[config.mk]
export PLATFORM = sky130hd
export DESIGN_NAME = p2s_serializer
export DESIGN_NICKNAME = d
export VERILOG_FILES = /design/src/rtl/p2s_serializer.sv
export SDC_FILE = /design/constraint.sdc
export NUM_CORES = 1
export LEC_CHECK = 0
export ABC_AREA = 1
export BUFFER_PORTS_ARGS = -buffer_cell sky130_fd_sc_hd__buf_2
export CAP_MARGIN = 5
export CORE_ASPECT_RATIO = 1.5
export CORE_MARGIN = 2
export CORE_UTILIZATION = 30
export DETAILED_ROUTE_END_ITERATION = 8
export PLACE_DENSITY_LB_ADDON = 0.3
export SYNTH_ARGS = -nofsm -noshare
export SYNTH_HDL_FRONTEND = slang
export SYNTH_SLANG_ARGS = --single-unit
[constraint.sdc]
create_clock -name clk -period 2 [get_ports clk]
set_clock_uncertainty 0.15 [all_clocks]
set_input_delay 0.2 -clock clk [delete_from_list [all_inputs] [get_ports clk]]
set_output_delay 0.2 -clock clk [all_outputs]
set_load 0.1 [all_outputs]
[src/rtl/p2s_serializer.sv]
// Parallel-to-serial converter for 74x164/74x595 style shift-register chains.
// Each frame is a clear pulse, DATA_BITS serial clocks and then a latch strobe.
module p2s_serializer #(
    parameter int DATA_BITS = 16,
    parameter int DIR       = 0,
    parameter int CLK_DIV   = 2
) (
    input  logic                 clk,
    input  logic                 rst,
    input  logic                 Start,
    input  logic [DATA_BITS-1:0] PData,
    output logic                 s_clk,
    output logic                 s_clrn,
    output logic                 sout,
    output logic                 s_lat,
    output logic                 EN,
    output logic                 done
);

    localparam int BIT_W = $clog2(DATA_BITS + 1);
    localparam int DIV_W = $clog2(CLK_DIV + 1);
    localparam logic [DIV_W-1:0] DIV_LOAD = DIV_W'(CLK_DIV - 1);
    localparam logic [BIT_W-1:0] BIT_LOAD = BIT_W'(DATA_BITS);

    typedef enum logic [2:0] {IDLE, CLR, LOW, HIGH, LATCH} state_t;

    state_t               state_q, state_d;
    logic [DATA_BITS-1:0] sreg_q, sreg_d;
    logic [BIT_W-1:0]     bit_cnt_q, bit_cnt_d;
    logic [DIV_W-1:0]     div_cnt_q, div_cnt_d;
    logic                 s_clk_q, s_clk_d;
    logic                 s_clrn_q, s_clrn_d;
    logic                 sout_q, sout_d;
    logic                 s_lat_q, s_lat_d;
    logic                 en_q, en_d;
    logic                 done_q, done_d;
    logic                 div_last;

    assign div_last = (div_cnt_q == '0);

    always_comb begin
        state_d   = state_q;
        sreg_d    = sreg_q;
        bit_cnt_d = bit_cnt_q;
        div_cnt_d = div_cnt_q;
        case (state_q)
            IDLE: begin
                if (Start) begin
                    sreg_d    = PData;
                    bit_cnt_d = BIT_LOAD;
                    state_d   = CLR;
                end
            end
            CLR: begin
                div_cnt_d = DIV_LOAD;
                state_d   = LOW;
            end
            LOW: begin
                if (div_last) begin
                    div_cnt_d = DIV_LOAD;
                    state_d   = HIGH;
                end else begin
                    div_cnt_d = div_cnt_q - DIV_W'(1);
                end
            end
            HIGH: begin
                if (div_last) begin
                    // The shift happens on leaving HIGH so sout can only move while s_clk is low.
                    sreg_d    = (DIR == 0) ? (sreg_q << 1) : (sreg_q >> 1);
                    bit_cnt_d = bit_cnt_q - BIT_W'(1);
                    div_cnt_d = DIV_LOAD;
                    state_d   = (bit_cnt_q == BIT_W'(1)) ? LATCH : LOW;
                end else begin
                    div_cnt_d = div_cnt_q - DIV_W'(1);
                end
            end
            LATCH: begin
                if (div_last) begin
                    state_d = IDLE;
                end else begin
                    div_cnt_d = div_cnt_q - DIV_W'(1);
                end
            end
            default: state_d = IDLE;
        endcase
    end

    // Outputs are decoded from the next state and registered, so they line up with state_q.
    always_comb begin
        s_clk_d  = (state_d == HIGH);
        s_clrn_d = (state_d != CLR);
        s_lat_d  = (state_d == LATCH);
        en_d     = (state_d == IDLE);
        done_d   = (state_q == LATCH) && (state_d == IDLE);
        sout_d   = 1'b0;
        if (state_d == LOW || state_d == HIGH) begin
            sout_d = (DIR == 0) ? sreg_d[DATA_BITS-1] : sreg_d[0];
        end
    end

    always_ff @(posedge clk or negedge rst) begin
        if (!rst) begin
            state_q   <= IDLE;
            sreg_q    <= '0;
            bit_cnt_q <= '0;
            div_cnt_q <= '0;
            s_clk_q   <= 1'b0;
            s_clrn_q  <= 1'b1;
            sout_q    <= 1'b0;
            s_lat_q   <= 1'b0;
            en_q      <= 1'b1;
            done_q    <= 1'b0;
        end else begin
            state_q   <= state_d;
            sreg_q    <= sreg_d;
            bit_cnt_q <= bit_cnt_d;
            div_cnt_q <= div_cnt_d;
            s_clk_q   <= s_clk_d;
            s_clrn_q  <= s_clrn_d;
            sout_q    <= sout_d;
            s_lat_q   <= s_lat_d;
            en_q      <= en_d;
            done_q    <= done_d;
        end
    end

    assign s_clk  = s_clk_q;
    assign s_clrn = s_clrn_q;
    assign sout   = sout_q;
    assign s_lat  = s_lat_q;
    assign EN     = en_q;
    assign done   = done_q;

endmodule

==> run_results.csv <==
group,metric,value,unit
final_layout,area_growth,28.5,%
final_layout,regArea,803,sq um
drt,dr.max_layer_used,"met4",
cts,cts_tree,"done",
power,power.total,2.94,mW
timing,fin_tns_setup,0,ns
synth,seq_area_frac_synth,52.3,%
grt,grt_use_total,12.5,%
power,max-vdd-ir-drop,0.652,mV
floorplan,die_y,91.7,um
timing,max_slew_margin,54.1,%
power,pwr-share-comb,44.8,%
drt,wl_met1,1320,um
drt,via_count,1317,
setup_path,worstPathRequired,2.07,ns
timing,final_hold_viol_count,0,
synth,yosysWarnings,0,
timing,setup_viol,0,
grt,grt_pass1_wl,5630,um
drt,post-route-drc-count,0,
timing,rsz0062_at_grt,"false",
final_layout,multiInputGateArea,638,sq um
grt,grt_max_degree,33,
setup_path,crit_path_end_kind,"register",
grt,antenna_found_initial,0,
drt,ant_nets,0,
cts,numCtsBuffers,5,
cts,cts_root_buf,"clkbuf_8",
synth,syn_area_per_cell,8.09,sq um
timing,timing.hold.ws,0.0243,ns
cts,cts_setup_buffers,0,
setup_path,criticalPathCategory,"reg2reg",
cts,htree_levels,2,
final_layout,antenna_cells,0,
cts,clkSlewWorstSetupHoldPaths,0.07,ns
synth,yosysUniqueCellTypes,20,
drt,drt_iter0_markers,50,
timing,fmax,0.585,GHz
synth,synth_nets,213,
setup_path,critPathArrivalTime,1.78,ns
drt,wl_per_cell,10.2,um
timing,maxSlewViolCount,0,
drt,vias_per_cell,4.36,
grt,grt-ovfl-total,0,
timing,period_minus_slack,1.71,ns
setup_path,critPathMaxFanout,18,
place,io_buffer_count,24,
power,power.switching,1.33,mW
setup_path,cp-start-kind,"register",
synth,synth_area,0.00154,sq mm
cts,clk-insertion-delay-late,0.28,ns
drt,wirelength,3070,um
final_layout,nFillCells,526,
power,sw_frac_of_total,45.2,%
power,p_int,1.61,mW
power,powerDensity,1490,mW/mm^2
power,p_clk_share,17.5,%
run_status,status,"complete, no violations",
timing,fin_crit_sh,85.5,%
flow_run,cap_violations,0,
synth,postSynthCellCount,190,
hold_path,min_path_type,"in2reg",
final_layout,layout.nets,258,
floorplan,initial_core_util,31.4,%
place,dp_hpwl,2220,um
place,globalplace.congestion,0.856,
cts,clockBufferDepth,2,
place,dpl_cell_area,0.00172,sq mm
cts,cts_sinks,32,
floorplan,num_rows,31,
final_layout,fin_area,0.00197,sq mm
floorplan,die_w,62.4,um
floorplan,coreArea,0.00489,sq mm
grt,grt_pass1_vias,1331,
power,seqPwrFrac,37.7,%
synth,synth_seq_cells,32,
drt,wl_met2,1570,um
cts,cts.hold.buffers_added,16,
drt,first_pass_iters,4,
drt,dr_wl_met3,119,um
floorplan,die_area,0.00572,sq mm
final_layout,drive_gt1_share,17.8,%
power,power_leakage,1.01,nW
floorplan,pin_count,25,
cts,cts_resized,0,
timing,worst_pin_slew,0.688,ns
worst paths after layout:
check,startpoint,end,slack [ns],depth (start not counted)
setup / recovery,div_cnt_q[0],sreg_q[2],0.29,7
hold / removal,Start,s_clrn,0.02,2
setup reg to reg,div_cnt_q[0],sreg_q[2],0.29,7
hold reg to reg,sreg_q[0],sreg_q[0],0.33,2
max in group asynchronous,rst,sreg_q[4],0.92,2
min in group asynchronous,rst,done,0.34,2
critical path: stages (launching register included):
cell and delay, ns:
dfrtp_1 0.37, inv_1 0.06, ha_1 0.28, nand2_2 0.15, clkinv_4 0.14, nor2_4 0.33, nand2_1 0.10, nand3_1 0.08
metrics by stage:
stage / setup WS [ns] / util (%) / std cells
after floorplan: 0.520 / - / 190
after global placement: 0.292 / 35.2 / 278
after detailed placement: 0.265 / 35.2 / 278
after CTS: 0.268 / 40.4 / 302
after global routing: 0.107 / 40.4 / 302
final: 0.289 / 40.4 / 302
synthesized netlist by cell type (all sizes together):
cell / instances / area [sq um]
nand2: 85 / 327
dfrtp: 30 / 751
nand3: 22 / 110
inv: 16 / 60.1
nor2: 12 / 67.6
o21ai: 8 / 40.0
ha: 4 / 50.1
buf: 3 / 26.3
a21oi: 2 / 10.0
dfstp: 2 / 52.6
clkinv: 1 / 8.76
nand3b: 1 / 7.51
nand4: 1 / 6.26
nor3: 1 / 5.00
o22ai: 1 / 6.26
xnor2: 1 / 8.76
placed cells by master, fill, tap and decap left out, drive strengths merged, types with 4 or more instances in the layout:
cell type    instances
inv                 16
nor2                12
ha                   4
dfrtp               30
nand2               85
o21ai                8
clkbuf               7
nand3               22
dlygate4sd3         16
buf                 25
per-layer routing:
metal / vias to the layer above / global-route usage, %
met1: 601 / 13.6
met3: 5 / 3.44
li1: 683 / -
met4: 0 / 6.11
met5: - / 0
met2: 28 / 22.0
logic make-up (layout without fill, tap and decap cells):
logic type,count (synthesis),in the layout,share of synthesized area [%]
and+or+nand+nor,122,122,34.0
AOI/OAI and AO/OA,11,11,3.66
DFF,32,32,52.3
adders and majority gates,4,4,3.26
xor gates and xnor gates,1,1,0.570
buffers and inverters,20,66,6.19
registers in the layout, summed over array words and instances, names as in the netlist:
name	flops
state_q	3
bit_cnt_q	5
EN	1
done	1
sout	1
s_clrn	1
s_clk	1
sreg_q	16
s_lat	1
div_cnt_q	2
power by group through the flow:
| stage | clock (mW) | sequential, mW | combinational, mW |
|---|---|---|---|
| 5_1_grt | 0.569 | 1.15 | 1.52 |
| 3_3_place_gp | 0 | 1.12 | 1.29 |
| 3_5_place_dp | 0 | 1.12 | 1.31 |
| 4_1_cts | 0.530 | 1.11 | 1.34 |
| 6_report | 0.513 | 1.11 | 1.32 |
| 2_1_floorplan | 0 | 1.33 | 0.839 |
area by class of cell:
cell class              instances  area share [%]
repair buffers                 41            14.6
multi-input cells             138            32.3
clock inverters                 1           0.380
well taps                      66            4.18
clock buffers                   7            4.37
inverters                      17            3.49
flip-flops and latches         32            40.7
(Power assumes the default switching activity.)
